--- src/rtl/ads5404_sync_align.sv ---
// Post-IDDR alignment for 2-sample-per-clock DDR ADC channels: finds the syncout phase,
// realigns samples so the sync sample lands in lane 0, checks sync period, tracks overrange.
module ads5404_sync_align #(
  parameter int NCHAN       = 2,
  parameter int NBITS       = 12,
  parameter int SYNC_PERIOD = 0,
  parameter int ERR_W       = 8,
  parameter int OVR_CNT_W   = 16
) (
  input  logic                       adc_clk,
  input  logic                       user_rst,
  input  logic                       arm,
  input  logic                       ovr_clear,
  input  logic [NCHAN*NBITS-1:0]     din_0,
  input  logic [NCHAN*NBITS-1:0]     din_1,
  input  logic [NCHAN-1:0]           ovr_in_0,
  input  logic [NCHAN-1:0]           ovr_in_1,
  input  logic                       sync_in_0,
  input  logic                       sync_in_1,
  output logic [NCHAN*NBITS-1:0]     dout_0,
  output logic [NCHAN*NBITS-1:0]     dout_1,
  output logic [NCHAN-1:0]           ovr_out_0,
  output logic [NCHAN-1:0]           ovr_out_1,
  output logic                       sync_out,
  output logic [1:0]                 state,
  output logic                       phase,
  output logic [ERR_W-1:0]           err_count,
  output logic [NCHAN-1:0]           ovr_sticky,
  output logic [NCHAN*OVR_CNT_W-1:0] ovr_count
);

  localparam int CNT_W = (SYNC_PERIOD > 1) ? $clog2(SYNC_PERIOD) : 1;
  localparam logic [CNT_W-1:0] CNT_LAST = CNT_W'((SYNC_PERIOD > 0) ? SYNC_PERIOD - 1 : 0);
  localparam bit CHECK_EN = (SYNC_PERIOD != 0);

  typedef enum logic [1:0] {
    ST_IDLE   = 2'd0,
    ST_ARMED  = 2'd1,
    ST_LOCKED = 2'd2,
    ST_ERROR  = 2'd3
  } state_t;

  typedef struct packed {
    logic [NCHAN*NBITS-1:0] s0;
    logic [NCHAN*NBITS-1:0] s1;
    logic [NCHAN-1:0]       o0;
    logic [NCHAN-1:0]       o1;
    logic                   y0;
    logic                   y1;
  } word_t;

  word_t                  in_word;
  word_t                  d1_reg;
  logic [NCHAN*NBITS-1:0] d2_s1_reg;
  logic [NCHAN-1:0]       d2_o1_reg;
  logic                   d2_y1_reg;
  logic                   prev_sync_1_reg;
  logic                   out_y1_reg;

  logic [NCHAN*NBITS-1:0] lane0_d, lane1_d;
  logic [NCHAN-1:0]       lane0_o, lane1_o;
  logic                   lane0_y, lane1_y;

  state_t                 state_reg;
  logic                   phase_reg;
  logic [CNT_W-1:0]       cnt_reg;
  logic                   edge0, edge1, edge_any;

  logic [NCHAN-1:0]       ovr_hit;
  logic [NCHAN-1:0]       ovr_sticky_reg;
  logic [OVR_CNT_W-1:0]   ovr_cnt_reg [NCHAN];

  assign in_word  = {din_0, din_1, ovr_in_0, ovr_in_1, sync_in_0, sync_in_1};
  assign edge0    = sync_in_0 & ~prev_sync_1_reg;
  assign edge1    = sync_in_1 & ~sync_in_0;
  assign edge_any = edge0 | edge1;

  // Phase 1 pairs the previous word's late sample with the current word's early sample.
  always_comb begin
    lane0_d = d1_reg.s0;
    lane0_o = d1_reg.o0;
    lane0_y = d1_reg.y0;
    lane1_d = d1_reg.s1;
    lane1_o = d1_reg.o1;
    lane1_y = d1_reg.y1;
    if (phase_reg) begin
      lane0_d = d2_s1_reg;
      lane0_o = d2_o1_reg;
      lane0_y = d2_y1_reg;
      lane1_d = d1_reg.s0;
      lane1_o = d1_reg.o0;
      lane1_y = d1_reg.y0;
    end
  end

  always_ff @(posedge adc_clk) begin
    if (user_rst) begin
      d1_reg          <= '0;
      d2_s1_reg       <= '0;
      d2_o1_reg       <= '0;
      d2_y1_reg       <= 1'b0;
      prev_sync_1_reg <= 1'b0;
      dout_0          <= '0;
      dout_1          <= '0;
      ovr_out_0       <= '0;
      ovr_out_1       <= '0;
      out_y1_reg      <= 1'b0;
      sync_out        <= 1'b0;
    end else begin
      d1_reg          <= in_word;
      d2_s1_reg       <= d1_reg.s1;
      d2_o1_reg       <= d1_reg.o1;
      d2_y1_reg       <= d1_reg.y1;
      prev_sync_1_reg <= sync_in_1;
      dout_0          <= lane0_d;
      dout_1          <= lane1_d;
      ovr_out_0       <= lane0_o;
      ovr_out_1       <= lane1_o;
      out_y1_reg      <= lane1_y;
      // The sample preceding lane 0 is the lane-1 sample of the word currently on the output.
      sync_out        <= lane0_y & ~out_y1_reg;
    end
  end

  always_ff @(posedge adc_clk) begin
    if (user_rst) begin
      state_reg <= ST_IDLE;
      phase_reg <= 1'b0;
      cnt_reg   <= '0;
      err_count <= '0;
    end else if (arm) begin
      state_reg <= ST_ARMED;
    end else begin
      case (state_reg)
        ST_IDLE: ;
        ST_ARMED: begin
          if (edge_any) begin
            state_reg <= ST_LOCKED;
            phase_reg <= edge1;
            cnt_reg   <= '0;
          end
        end
        ST_LOCKED: begin
          if (CHECK_EN) begin
            if ((edge_any && (cnt_reg != CNT_LAST || edge1 != phase_reg)) ||
                (!edge_any && cnt_reg == CNT_LAST)) begin
              state_reg <= ST_ERROR;
              if (err_count != '1) err_count <= err_count + 1'b1;
            end else if (edge_any) begin
              cnt_reg <= '0;
            end else begin
              cnt_reg <= cnt_reg + 1'b1;
            end
          end
        end
        default: ;
      endcase
    end
  end

  assign state = state_reg;
  assign phase = phase_reg;

  for (genvar gi = 0; gi < NCHAN; gi++) begin : g_ovr
    assign ovr_hit[gi] = ovr_out_0[gi] | ovr_out_1[gi];
    assign ovr_count[gi*OVR_CNT_W +: OVR_CNT_W] = ovr_cnt_reg[gi];
  end

  // A clear coinciding with a fresh overrange restarts the count at one rather than zero.
  always_ff @(posedge adc_clk) begin
    if (user_rst) begin
      ovr_sticky_reg <= '0;
      for (int c = 0; c < NCHAN; c++) ovr_cnt_reg[c] <= '0;
    end else begin
      for (int c = 0; c < NCHAN; c++) begin
        if (ovr_clear) begin
          ovr_sticky_reg[c] <= ovr_hit[c];
          ovr_cnt_reg[c]    <= ovr_hit[c] ? OVR_CNT_W'(1) : '0;
        end else if (ovr_hit[c]) begin
          ovr_sticky_reg[c] <= 1'b1;
          if (ovr_cnt_reg[c] != '1) ovr_cnt_reg[c] <= ovr_cnt_reg[c] + 1'b1;
        end
      end
    end
  end

  assign ovr_sticky = ovr_sticky_reg;

endmodule
--- config.mk ---
export PLATFORM = sky130hd
export DESIGN_NAME = ads5404_sync_align
export DESIGN_NICKNAME = d
export VERILOG_FILES = /design/src/rtl/ads5404_sync_align.sv
export SDC_FILE = /design/constraint.sdc
export NUM_CORES = 1
export LEC_CHECK = 0
export CAP_MARGIN = 20
export CORE_MARGIN = 2
export CORE_UTILIZATION = 52
export DETAILED_ROUTE_END_ITERATION = 12
export PLACE_DENSITY = 0.84
export SETUP_SLACK_MARGIN = 0.15
export SYNTH_ARGS = -nofsm -noshare
export SYNTH_HDL_FRONTEND = slang
export SYNTH_SLANG_ARGS = --single-unit
--- constraint.sdc ---
create_clock -name adc_clk -period 4 [get_ports adc_clk]
set_input_delay 0.4 -clock adc_clk [delete_from_list [all_inputs] [get_ports adc_clk]]
set_output_delay 0.4 -clock adc_clk [all_outputs]
set_load 0.02 [all_outputs]
Word level (Yosys, flattened, before mapping)
Memories as Yosys holds them, arrays and structs flattened. Index checks and enable logic that the tools add are counted.

Memory bits (writable): 32. Bits of input ports: 58. Output and inout bits: 98. Memories: 1. Flip-flop bits (word level): 140.

Memory list: ovr_cnt_reg (depth 2, width 16, read ports 2, clocked after memory_dff 0, wr ports 2, line 71) `logic [OVR_CNT_W-1:0] ovr_cnt_reg [NCHAN];`.

Reductions and logical operators: 8. Bitwise operators: 14. Add/sub/neg operators: 2. Eq/ne operators: 3. Mux-type cells: 34.

Operator list (count): $mux 16 (4); $mux 24 (2); $add 16x1->16 const B (2); $ne 16x16->1 const B (2); $mux 1 (26); $reduce_bool 2->1 (4); $or 1x1->1 (7); $mux 2 (2); $not 1->1 (4); $reduce_and 2->1 (2); $and 1x1->1 (3); $reduce_and 3->1 (1); $eq 2x1->1 const B (1); $reduce_or 2->1 (1).

Logic depth before layout (Yosys ltp)
Gate-level depths: netlist of the first run. An unclocked memory read counts as a cell.

Depth in word-level cells: 8. Mapped depth: 7. Depth with buffers taken out: 5.

Worst setup path before layout of the first run
No wires, ideal clock.

Kind: flip-flop to flip-flop. From: memory ovr_cnt_reg[1][0]. To: memory ovr_cnt_reg[1][0], enable pin. Stages on the path, launching flop included: 8. Setup slack: 1.807 ns. Setup time: 0.372 ns. Arrival: 1.821 ns. Cell sequence: edfxtp_1 > ha_1 > nand4_1 > nor4_4 > or2_1 > buf_4 > buf_6 > nand2_1.

RTL lines (line): start: declaration (71).

Worst setup path after layout of the first run
From: register phase_reg, in the netlist phase. To: output phase.

RTL lines: start: declaration (line 65) `logic phase_reg;`; start signal: assignment (line 139) `phase_reg <= edge1;`; end: declaration (line 26) `output logic phase,`.

No word-level cell between the ends.

==> out/metrics.yaml, run 1 <==
cp-end-kind: "primary output"
hpwlAfterDp_microns: 7901
synth_edf_count: 32
worstPathMaxFanout: 56
gr-usage-all-layers_pct: 18.12
place.gp.congestion: 0.8447
clock-sinks: 172
post_drt_wl_per_cell_microns: 13.52
io_buffers: 147
slowest_stage: "dfxtp_4"
p_clk_share_pct: 42.4
core_sq_um: 11420
sw_frac_of_total_pct: 22.97
p_leak_nw: 2.945
die_y_microns: 112.2
syn2layout_area_growth_pct: 34.64
drt_iter0_drc: 247
cts_resized: 0
ys_ff_latch: 172
cp_top_family: "flip-flops"
maxCapViolCount: 0
seqPwrFrac_pct: 49.2
power_density_nw_per_um2: 474.2
dieArea_sq_um: 12580
synth_flop_cell: "dfxtp_1"
relSlewSlack_pct: 35.20
die_w_microns: 112.2
design_area_sq_um: 8189
largest_reg_flops: 53
cts_tree: "yes"
crit_chain: "clkdlybuf4s50_1"
fin_hold_ws_ns: 0.3858
clockRootBuffer: "clkbuf_16"
num_antenna_cells: 0
num_rows: 39
synthArstFlopShare_pct: 0
dr_wl_met3_microns: 932
hold_buffers: 0
grt_overflow: 0
wl_met2_microns: 5357
hold_class: "reg -> reg"
drc: 0
cts_buffers: 17
drive_gt1_share_pct: 5.755
insertion_delay_ns: 0.41
arrival_ns: 2.16
cts.reportedPaths.clkPinSlew_ns: 0.06
tns_ns: 0
cts_setup_buffers: 0
io_pins: 156
drt_wl_total_microns: 11330
placed_area_sq_um: 7580
clock-skew-final_ns: 0.01319
post-place-ws_ns: 1.500
ys_seq_area_share_pct: 61.88
cpPeakStageDelay_ns: 0.98
grt_max_degree: 93
startpoint_type: "flop"
postSynthAreaPerCell_sq_um: 11.20
met1Wirelength_microns: 4969
status: "finished clean"
clockBufferDepth: 2
syn_area_sq_um: 6082
antenna_found_initial: 0
maxSlewViolCount: 0
final_net_count: 743
irDropWorstVdd_uv: 308.0
layout_min_cycle_time_ns: 2.556
clock.fmax_mhz: 391.3
period_share_pct: 63.89
yosysWarnings: 0
crit_required_ns: 3.60
cts_max_level: 4
top_layer_used: "met4"
power.internal_w: 0.002991
rsz0062_at_grt: "no"
floorplan.initialDensity_pct: 53.27
finalHoldViolCount: 0
p_sw_w: 0.0008920
ys_types: 34
drtAntennaViolNets: 0
criticalPathCategory: "reg -> out"
firstDrtPassIters: 4
via_per_inst: 4.895
grt_pass1_wl_microns: 18200
power_frac_comb_pct: 8.5
vias: 4102
tightest_slew_ns: 0.9720
setup_ws_ns: 1.444
worst-path-buf-inv: 1
setup_violations: 0
synthCells: 543
grt_pass1_vias: 4008
worst-r2r-setup-slack_ns: 1.53
==> placed cells by master (no fill, tap or decap), drive strengths merged <==
master,n
dfxtp,140
nand3,12
inv,14
edfxtp,32
clkdlybuf4s50,146
nand4b,1
or2,2
ha,2
a31oi,1
conb,8
bufinv,1
clkinv,3
mux2i,54
nor3,13
clkbuf,20
a211oi,1
o31ai,1
nor4,9
nand4,7
o21ai,4
xor2,4
buf,2
nor2b,81
o211ai,1
nand2,14
nor2,94
a21oi,3
nor3b,1
xnor2,24
==> power by group through the flow <==
stage               clock [W]  combinational (W)  sequential [W]
finish                0.00164           0.000329         0.00191
detailed placement          0           0.000331         0.00195
floorplan                   0           0.000128         0.00198
global route          0.00176           0.000354         0.00192
global placement            0           0.000325         0.00194
CTS                   0.00168           0.000333         0.00191
==> cell usage after synthesis (all sizes together) (3+ instances only) <==
master | number | area [sq um]
clkbuf | 12 | 45.04
xor2 | 4 | 35.03
dfxtp | 140 | 2803
nor3 | 13 | 65.06
nand4 | 7 | 80.07
nor4 | 9 | 77.57
edfxtp | 32 | 960.9
nand2 | 14 | 52.55
o21ai | 4 | 20.02
nand3 | 12 | 60.06
mux2i | 54 | 540.5
nor2b | 81 | 506.7
xnor2 | 24 | 210.2
nor2 | 94 | 355.3
a21oi | 3 | 15.01
buf | 22 | 142.6
inv | 7 | 26.28
==> kinds of logic (layout without fill, tap and decap cells) <==
logic type,count (synthesis),after routing,share of synthesized area [%]
and+or+nand+nor,234,234,20.16
DFF,172,172,61.88
muxes,54,54,8.887
buffers and inverters,41,186,3.518
xor gates and xnor gates,28,28,4.032
AOI/OAI and AO/OA,11,11,1.049
adders and majority gates,2,2,0.4114
other,1,8,0.06166
==> layout make-up <==
cell class	instances	area, sq um
tap	143	178.9
clock buffer	20	489.2
fill	811	3229
timing repair buffer	148	1476
clock inverter	11	120.1
inverter	7	26.28
sequential	172	3767
multi-input combinational	337	2131
==> per-stage QoR <==
stage / std cells / total power (W) / utilization (%)
floorplan: 550 / 0.002113 / -
global placement: 807 / 0.002266 / 66.38
detailed placement: 807 / 0.002278 / 66.38
CTS: 838 / 0.003922 / 71.72
global route: 838 / 0.004028 / 71.72
finish: 838 / 0.003883 / 71.72
==> path summary, 6_finish.rpt <==
kind | startpoint | endpoint | depth (start not counted)
worst max-delay path | phase$_SDFFE_PP0P_ | phase | 1
worst min-delay path | out_y1_reg$_SDFF_PP0_ | sync_out$_SDFF_PP0_ | 1
worst max register to register | ovr_cnt_reg[0][3]$_SDFFCE_PN0P_ | ovr_cnt_reg[0][0]$_SDFFCE_PP0P_ | 4
worst min register to register | out_y1_reg$_SDFF_PP0_ | sync_out$_SDFF_PP0_ | 1
==> layer usage <==
metal | vias to the layer above | GRT usage (%)
li1 | 2052 | -
met1 | 1890 | 22.25
met2 | 152 | 29.32
met3 | 8 | 7.181
met4 | 0 | 6.179
met5 | - | 0
==> worst reg2reg max path, stage by stage (launching register included) <==
cell      delay [ns]
edfxtp_1        0.45
nand4_1         0.29
nor4_2          0.35
or2_1           0.47
nand2_1         0.52
(Power assumes the default switching activity.)
==> run 2, diff against run 1 <==
--- a/config.mk
+++ b/config.mk
@@ -7,9 +7,9 @@
 export LEC_CHECK = 0
 export CAP_MARGIN = 20
 export CORE_MARGIN = 2
-export CORE_UTILIZATION = 52
+export CORE_UTILIZATION = 44
 export DETAILED_ROUTE_END_ITERATION = 12
-export PLACE_DENSITY = 0.84
+export PLACE_DENSITY = 0.76
 export SETUP_SLACK_MARGIN = 0.15
 export SYNTH_ARGS = -nofsm -noshare
 export SYNTH_HDL_FRONTEND = slang
==> constraint.sdc (replaced) <==
create_clock -name adc_clk -period 2.3 [get_ports adc_clk]
set_input_delay 0.23 -clock adc_clk [delete_from_list [all_inputs] [get_ports adc_clk]]
set_output_delay 0.23 -clock adc_clk [all_outputs]
set_load 0.02 [all_outputs]
==> out/metrics.yaml, run 2 (synthesis results as in run 1) <==
arrival_ns: 1.92
rsz0062_at_grt: "no"
grt_pass1_vias: 4017
io_buffers: 147
worst-path-buf-inv: 0
antenna_found_initial: 0
slowest_stage: "edfxtp_1"
die_w_microns: 121.6
crit_chain: "ha_1 -> nand4_1 -> nor4_4 -> or2_1 -> nand2_2"
final_net_count: 747
cts_max_level: 4
mostFrequentLayoutCell: "clkdlybuf4s50_1"
drc: 0
busiest_layer: "met2"
r2r_cells: 5
worstPathMaxFanout: 16
min-delay-start: "user_rst"
tns_ns: 0
drt_wl_total_microns: 11470
clockBufferDepth: 2
criticalPathCategory: "reg -> reg"
drt_iter0_drc: 272
largest_reg_flops: 53
hold_buffers: 0
insertion_delay_ns: 0.42
clock-skew-final_ns: 0.007422
grt_util_met3_pct: 6.601
r2r_end: "ovr_cnt_reg[1][2]$_SDFFCE_PN0P_"
p_leak_nw: 2.961
cts_setup_buffers: 0
clock-sinks: 172
irDropWorstVdd_uv: 434.3
crit_required_ns: 2.37
use_met1_pct: 19.16
finalHoldViolCount: 0
worst-r2r-setup-slack_ns: 0.45
cts.reportedPaths.clkPinSlew_ns: 0.06
num_antenna_cells: 0
clockRootBuffer: "clkbuf_16"
hpwlAfterDp_microns: 7926
power_frac_comb_pct: 8.8
status: "finished clean"
startpoint_type: "flop"
grt_overflow: 0
via_per_inst: 4.696
grtUsageMet2_pct: 25.74
maxSlewViolCount: 0
p_sw_w: 0.001470
drive_gt1_share_pct: 6.429
period_share_pct: 80.31
gr-usage-all-layers_pct: 16.03
holdPathStages: 4
cts_buffers: 17
maxCapViolCount: 0
whs_endpoint: "ovr_cnt_reg[0][2]$_SDFFCE_PN0P_"
die_y_microns: 121.6
tightest_slew_ns: 0.6601
cp-end-kind: "flop"
drtAntennaViolNets: 0
cts_resized: 0
post_drt_wl_per_cell_microns: 13.10
grt_max_degree: 143
setup_violations: 0
core_sq_um: 13350
cp_top_family: "simple AND/OR/NAND/NOR gates"
cts_tree: "yes"
hold_class: "in -> reg"
dieArea_sq_um: 14780
firstDrtPassIters: 4
grt_pass1_wl_microns: 18400
vias: 4114
finalNonFillerCells: 876
io_pins: 156
layout_min_cycle_time_ns: 1.847
clock.fmax_mhz: 541.4
sw_frac_of_total_pct: 22.04
final_cell_mix: "146 x clkdlybuf4s50_1, 139 x dfxtp_1, 93 x nor2_1"
num_rows: 42
cpPeakStageDelay_ns: 0.43
post-place-ws_ns: 0.3510
place.gp.congestion: 0.8445
syn2layout_area_growth_pct: 35.75
power.internal_w: 0.005200
power_density_nw_per_um2: 807.8
p_clk_share_pct: 41.6
relSlewSlack_pct: 55.99
seqPwrFrac_pct: 49.6
floorplan.initialDensity_pct: 45.57
timing.rr.start: "ovr_cnt_reg[1][0]$_DFFE_PP_"
dpl.cell_count: 844
setup_ws_ns: 0.4530
==> run 2: cell types whose count changed in the layout (fill, tap and decap cells not counted), sizes merged <==
cell and change:
clkbuf +4, clkinv -1, clkinvlp +1, buf +4, inv -3
==> run 2: final cells by class <==
| class | count | area (sq um) |
|---|---|---|
| tap | 176 | 220.2 |
| inverter | 7 | 26.28 |
| sequential | 172 | 3767 |
| clock inverter | 8 | 75.07 |
| multi-input combinational | 337 | 2136 |
| clock buffer | 24 | 513.0 |
| fill | 1072 | 5091 |
| timing repair buffer | 152 | 1519 |
==> run 2: worst reg2reg max path, delay by kind of cell (launching register included) <==
family / cells / cell delay, ns
AND/OR/NAND/NOR: 4 / 0.79
adder cells (fa/ha/maj): 1 / 0.28
flip-flops: 1 / 0.43
==> run 2: how the worst max path moves through the flow <==
| stage | slack (ns) | cells after the start | startpoint | endpoint |
|---|---|---|---|---|
| 4_1_cts | 0.45 | 5 | ovr_cnt_reg[1][0]$_DFFE_PP_ | ovr_cnt_reg[1][2]$_SDFFCE_PN0P_ |
| 3_5_place_dp | 0.35 | 5 | ovr_clear | ovr_cnt_reg[1][11]$_SDFFCE_PN0P_ |
| 6_report | 0.45 | 5 | ovr_cnt_reg[1][0]$_DFFE_PP_ | ovr_cnt_reg[1][2]$_SDFFCE_PN0P_ |
| 2_1_floorplan | 0.29 | 7 | ovr_cnt_reg[1][0]$_DFFE_PP_ | ovr_cnt_reg[1][0]$_DFFE_PP_ |
| 5_1_grt | 0.31 | 5 | ovr_cnt_reg[0][6]$_SDFFCE_PN0P_ | ovr_cnt_reg[1][0]$_DFFE_PP_ |
| 3_3_place_gp | 0.41 | 5 | ovr_clear | ovr_cnt_reg[0][13]$_SDFFCE_PN0P_ |
==> run 2: metrics by stage <==
stage	instance area (sq um)	util [%]	hold WS [ns]	power [W]
detailed placement	7669	57.45	0.3781	0.003964
global placement	7669	57.45	0.3786	0.003949
finish	8257	61.86	0.2971	0.006670
floorplan	6113	-	0.3028	0.003675
global route	8257	61.86	0.2995	0.006940
CTS	8257	61.86	0.2801	0.006744
==> run 2: power groups by stage <==
stage / sequential [W] / combinational [W] / clock (W)
finish: 0.00331 / 0.000586 / 0.00277
global route: 0.00333 / 0.000633 / 0.00298
CTS: 0.00331 / 0.000592 / 0.00284
detailed placement: 0.00338 / 0.000589 / 0
global placement: 0.00337 / 0.000581 / 0
floorplan: 0.00345 / 0.000223 / 0
==> run 2: metal layers <==
| metal | up-vias | part of all wire, % |
|---|---|---|
| met4 | 0 | 1.7 |
| li1 | 2049 | - |
| met1 | 1903 | 43 |
| met5 | - | 0 |
| met3 | 15 | 8.1 |
| met2 | 147 | 47 |
